### src/rtl/gf180mcu_fd_sc_mcu7t5v0__bufpipe_pkg.sv
// Shared constants and helpers for the elastic buffer pipeline.
// occ_w() sizes the occupancy counter so it can hold 0..2*depth.
package gf180mcu_fd_sc_mcu7t5v0__bufpipe_pkg;

    localparam int DEPTH_MAX = 16;

    function automatic int occ_w(input int depth);
        int w;
        w = $clog2(2 * depth + 1);
        return (w < 1) ? 1 : w;
    endfunction

endpackage

### src/rtl/gf180mcu_fd_sc_mcu7t5v0__bufpipe_stage.sv
// One 2-entry skid stage: a main register drives the output, and a skid register
// catches the word in flight when downstream stalls.
module gf180mcu_fd_sc_mcu7t5v0__bufpipe_stage
    import gf180mcu_fd_sc_mcu7t5v0__bufpipe_pkg::*;
#(
    parameter int WIDTH = 8
) (
    input  logic             clk,
    input  logic             rst,
    input  logic [WIDTH-1:0] in_d,
    input  logic             in_v,
    output logic             in_rdy,
    output logic [WIDTH-1:0] out_d,
    output logic             out_v,
    input  logic             out_rdy
);

    logic             m_v;
    logic             s_v;
    logic [WIDTH-1:0] m_d;
    logic [WIDTH-1:0] s_d;

    // Ready depends only on the skid flop, so Z_READY never reaches I_READY combinationally.
    // The main data register only loads on a real word, so the output holds its last value.
    always_ff @(posedge clk or posedge rst) begin
        if (rst) begin
            m_v <= 1'b0;
            s_v <= 1'b0;
            m_d <= '0;
            s_d <= '0;
        end else if (!m_v || out_rdy) begin
            if (s_v) begin
                m_v <= 1'b1;
                m_d <= s_d;
                s_v <= 1'b0;
            end else begin
                m_v <= in_v;
                if (in_v) begin
                    m_d <= in_d;
                end
            end
        end else if (in_v && !s_v) begin
            s_d <= in_d;
            s_v <= 1'b1;
        end
    end

    assign in_rdy = !s_v;
    assign out_v  = m_v;
    assign out_d  = m_d;

endmodule

### src/rtl/gf180mcu_fd_sc_mcu7t5v0__bufpipe.sv
// Elastic valid/ready buffer: DEPTH chained skid stages plus an occupancy counter.
// DEPTH=0 collapses to plain wires.
module gf180mcu_fd_sc_mcu7t5v0__bufpipe
    import gf180mcu_fd_sc_mcu7t5v0__bufpipe_pkg::*;
#(
    parameter int WIDTH = 8,
    parameter int DEPTH = 2
) (
`ifdef USE_POWER_PINS
    inout  wire                      VDD,
    inout  wire                      VSS,
`endif
    input  logic                     CLK,
    input  logic                     RST,
    input  logic [WIDTH-1:0]         I,
    input  logic                     I_VALID,
    output logic                     I_READY,
    output logic [WIDTH-1:0]         Z,
    output logic                     Z_VALID,
    input  logic                     Z_READY,
    output logic [occ_w(DEPTH)-1:0]  OCC
);

    localparam int OW = occ_w(DEPTH);

    if (DEPTH < 0 || DEPTH > DEPTH_MAX) begin : g_bad_depth
        $error("bufpipe: DEPTH out of range");
    end

    if (DEPTH == 0) begin : g_wire
        logic unused_clkrst;

        assign Z             = I;
        assign Z_VALID       = I_VALID;
        assign I_READY       = Z_READY;
        assign OCC           = '0;
        assign unused_clkrst = CLK ^ RST;
    end else begin : g_pipe
        logic [WIDTH-1:0] d [DEPTH+1];
        logic [DEPTH:0]   v;
        logic [DEPTH:0]   r;
        logic [OW-1:0]    occ;
        logic             in_xfer;
        logic             out_xfer;

        assign d[0]     = I;
        assign v[0]     = I_VALID;
        assign I_READY  = r[0];
        assign Z        = d[DEPTH];
        assign Z_VALID  = v[DEPTH];
        assign r[DEPTH] = Z_READY;

        for (genvar k = 0; k < DEPTH; k++) begin : g_stage
            gf180mcu_fd_sc_mcu7t5v0__bufpipe_stage #(
                .WIDTH (WIDTH)
            ) u_stage (
                .clk     (CLK),
                .rst     (RST),
                .in_d    (d[k]),
                .in_v    (v[k]),
                .in_rdy  (r[k]),
                .out_d   (d[k+1]),
                .out_v   (v[k+1]),
                .out_rdy (r[k+1])
            );
        end

        assign in_xfer  = I_VALID & r[0];
        assign out_xfer = v[DEPTH] & Z_READY;

        // Counts words in flight; capacity bounds it at 2*DEPTH so it cannot wrap.
        always_ff @(posedge CLK or posedge RST) begin
            if (RST) begin
                occ <= '0;
            end else if (in_xfer && !out_xfer) begin
                occ <= occ + 1'b1;
            end else if (!in_xfer && out_xfer) begin
                occ <= occ - 1'b1;
            end
        end

        assign OCC = occ;
    end

endmodule

### config.mk
export PLATFORM = sky130hd
export DESIGN_NAME = gf180mcu_fd_sc_mcu7t5v0__bufpipe
export DESIGN_NICKNAME = d
export VERILOG_FILES = /design/src/rtl/gf180mcu_fd_sc_mcu7t5v0__bufpipe_pkg.sv /design/src/rtl/gf180mcu_fd_sc_mcu7t5v0__bufpipe_stage.sv /design/src/rtl/gf180mcu_fd_sc_mcu7t5v0__bufpipe.sv
export SDC_FILE = /design/constraint.sdc
export NUM_CORES = 1
export LEC_CHECK = 0
export BUFFER_PORTS_ARGS = -buffer_cell sky130_fd_sc_hd__buf_2
export CAP_MARGIN = 20
export CORE_ASPECT_RATIO = 1.75
export CORE_UTILIZATION = 35
export DETAILED_ROUTE_END_ITERATION = 10
export GPL_TIMING_DRIVEN = 0
export PLACE_DENSITY = 0.63
export SLEW_MARGIN = 30
export SYNTH_ARGS = -nofsm -noshare
export SYNTH_HDL_FRONTEND = slang
export SYNTH_HIERARCHICAL = 1
export SYNTH_SLANG_ARGS = --single-unit
### constraint.sdc
create_clock -name CLK -period 3.7 [get_ports CLK]
set_input_delay 0.74 -clock CLK [delete_from_list [all_inputs] [get_ports CLK]]
set_output_delay 0.74 -clock CLK [all_outputs]
set_load 0.01 [all_outputs]
==> results.yml <==
clock_network:
  hold_buffers: 0
  cts_tree: "built"
  cts_resized: 0
  cts_buffer_depth: 2
  cts.htree.levels: 2
  clkSinkCount: 39
  post_cts_buffers: 0
  cts_root_buf: "clkbuf_8"
  numCtsBuffers: 5
  clkSlewWorstSetupHoldPaths_ps: 70
  clock_latency_ps: 280
power_and_ir_drop:
  p_sw_share_pct: 27.38
  clockPowerShare_pct: 24.8
  p_leak_nw: 0.9269
  combinationalPowerShare_pct: 28.0
  power_mw: 1.456
  power.share.sequential_pct: 47.1
  power.internal_mw: 1.058
  p_switching_mw: 0.3987
  ir_drop_mv: 0.3342
  power_density_nw_per_um2: 705.8
layout:
  insertedDiodeCount: 0
  final_nets: 163
  finalNonFillerCells: 202
  mostFrequentLayoutCells: "49 x mux2_2, 39 x dfrtp_1, 26 x buf_2, 6 x inv_1, 6 x clkbuf_8"
  final_core_util_pct: 43.45
  post-route-cell-area_sq_um: 2063
  drive_gt1_share_pct: 60.67
  multi_input_area_sq_um: 729.5
  fillCellCount: 436
  layout_commonest_cell: "mux2_2"
  ff_latch_area_sq_um: 975.9
  syn_to_final_growth_pct: 17.20
worst_setup_path:
  critPathMaxFanout: 10
  path_class: "register to register"
  cp.arrival_ps: 2020
  slowest_delay_ps: 390
  cp_slowest_cell: "dfrtp_1"
  crit_chain: "buf_6, inv_1, and2_1, ha_1, inv_1, fa_1, xor2_1, nor2_1, xor2_1"
  critPathLaunchType: "register"
  cp-end-kind: "register"
  cp_data_required_time_ps: 3910
placement:
  io_buffers: 24
  dpl-instance-area_sq_um: 1946
  dpl.hpwl_microns: 2195
  place_ws_ps: 1614
  gp_congestion: 0.6488
  placedCellCount: 194
floorplanning:
  fp.coreArea_sq_um: 4748
  fp.dieH_microns: 95.82
  core.rowCount: 33
  start_util_pct: 37.08
  die-area_sq_um: 5329
  die_x_microns: 55.61
  ioPinCount: 25
synth:
  synthTopCellsByArea: "dfrtp_1 55%, mux2_2 31%, nor3b_4 2.1%"
  ys_types: 15
  syn_avg_cell_area_sq_um: 14.92
  synth_area_sq_um: 1760
  yosys_warnings: 6
  syn_nets: 132
  ys_seq_area_share_pct: 55.44
  netlist.area_leader.share_pct: 55.44
  synth_top_cell_by_area: "dfrtp_1"
  postSynthCellCount: 118
  ys_ff_latch: 39
timing:
  setup_ws_ps: 1888
  finClkSkew_ps: 1.760
  fin_crit_sh_pct: 48.97
  tightest_slew_ps: 676.1
  grt_setup_unrepaired: "false"
  fmaxAchievable_mhz: 551.9
  slew_headroom_pct: 54.88
  maxSlewViolCount: 0
  hold-worst-slack_ps: 332.6
  fin_setup_tns_ps: 0
  setup_viol: 0
  hold_viol_final: 0
  period_needed_ps: 1812
route:
  drtAntennaViolNets: 0
  drt_iter0_drc: 15
  drtPass1Iterations: 3
  drc: 0
  wl_per_cell_microns: 13.95
  totalWireLength_microns: 2818
  via_per_inst: 4.955
  num_vias: 1001
global_route:
  grt_usage_pct: 11.67
  grt_pass1_vias: 1098
  grt_overflow_total: 0
  antenna_found_initial: 0
  grt_max_degree: 19
  grt_pass1_wl_microns: 4809
job:
  cap_violations: 0
worst_hold_path:
  hold_path.class: "input port to asynchronous set/reset pin"
run_status:
  status: "finished, final reports clean"
[power by group through the flow]
stage | clock, mW | combinational, mW | sequential, mW
after global placement | 0 | 0.402 | 0.683
after CTS | 0.375 | 0.417 | 0.689
final | 0.362 | 0.408 | 0.686
after floorplan | 0 | 0.271 | 0.705
after detailed placement | 0 | 0.415 | 0.696
after global routing | 0.393 | 0.450 | 0.712
[layer usage]
layer / vias up / track usage, % / part of all wire [%]
met3: 4 / 3.091 / 3.7
met4: 0 / 5.625 / 1.7
met5: - / 0 / 0
met2: 17 / 22.29 / 57
li1: 463 / - / -
met1: 517 / 11.54 / 38
[flip-flops by register name (all words and copies together) (netlist names)]
register                      cells
g_pipe.g_stage.u_stage/out_d     16
g_pipe.g_stage.u_stage/out_v      2
OCC                               3
g_pipe.g_stage.u_stage/s_v        2
g_pipe.g_stage.u_stage/s_d       16
[path summary, 6_finish.rpt]
check,start,to,slack [ps],cells after the start
worst max-delay path,g_pipe.g_stage[0].u_stage/s_v,OCC[2],1890,9
worst min-delay path,RST,OCC[0],330,2
worst max register to register,g_pipe.g_stage[0].u_stage/s_v,OCC[2],1890,9
worst min register to register,OCC[2],OCC[2],470,1
max in group asynchronous,RST,g_pipe.g_stage[1].u_stage/s_d[1],2710,2
min in group CLK,OCC[2],OCC[2],470,1
[kinds of logic (layout without fill, tap and decap cells)]
family / Yosys count / count (layout) / synth area share, %
xor gates and xnor gates: 3 / 3 / 1.493
DFF: 39 / 39 / 55.44
buffers and inverters: 10 / 42 / 3.127
adders and majority gates: 2 / 2 / 1.848
muxes: 49 / 49 / 31.34
and+or+nand+nor: 15 / 15 / 6.753
[layout make-up]
class,instances,share of cell area (%)
sequential,39,47.30
clock inverter,2,1.698
timing repair buffer,24,5.822
buffer,4,1.577
inverter,6,1.092
clock buffer,6,4.002
tap,52,3.153
multi-input combinational,69,35.35
[cells in the mapped netlist]
cell type / number
xor2_1: 2
xnor2_1: 1
nand2_1: 3
fa_1: 1
buf_2: 2
dfrtp_1: 39
nand2b_4: 2
buf_6: 2
mux2_2: 49
nor3b_4: 2
ha_1: 1
and2_1: 1
nor2b_2: 2
inv_1: 6
nor2_1: 5
[critical path: cells and delay by family (launching register included)]
family | cells | cell delay, ps
and+or+nand+nor | 2 | 230
adders and majority gates | 2 | 540
buffers and inverters | 3 | 280
xor gates and xnor gates | 2 | 300
DFF | 1 | 390
Power figures use the tool's default switching activity.
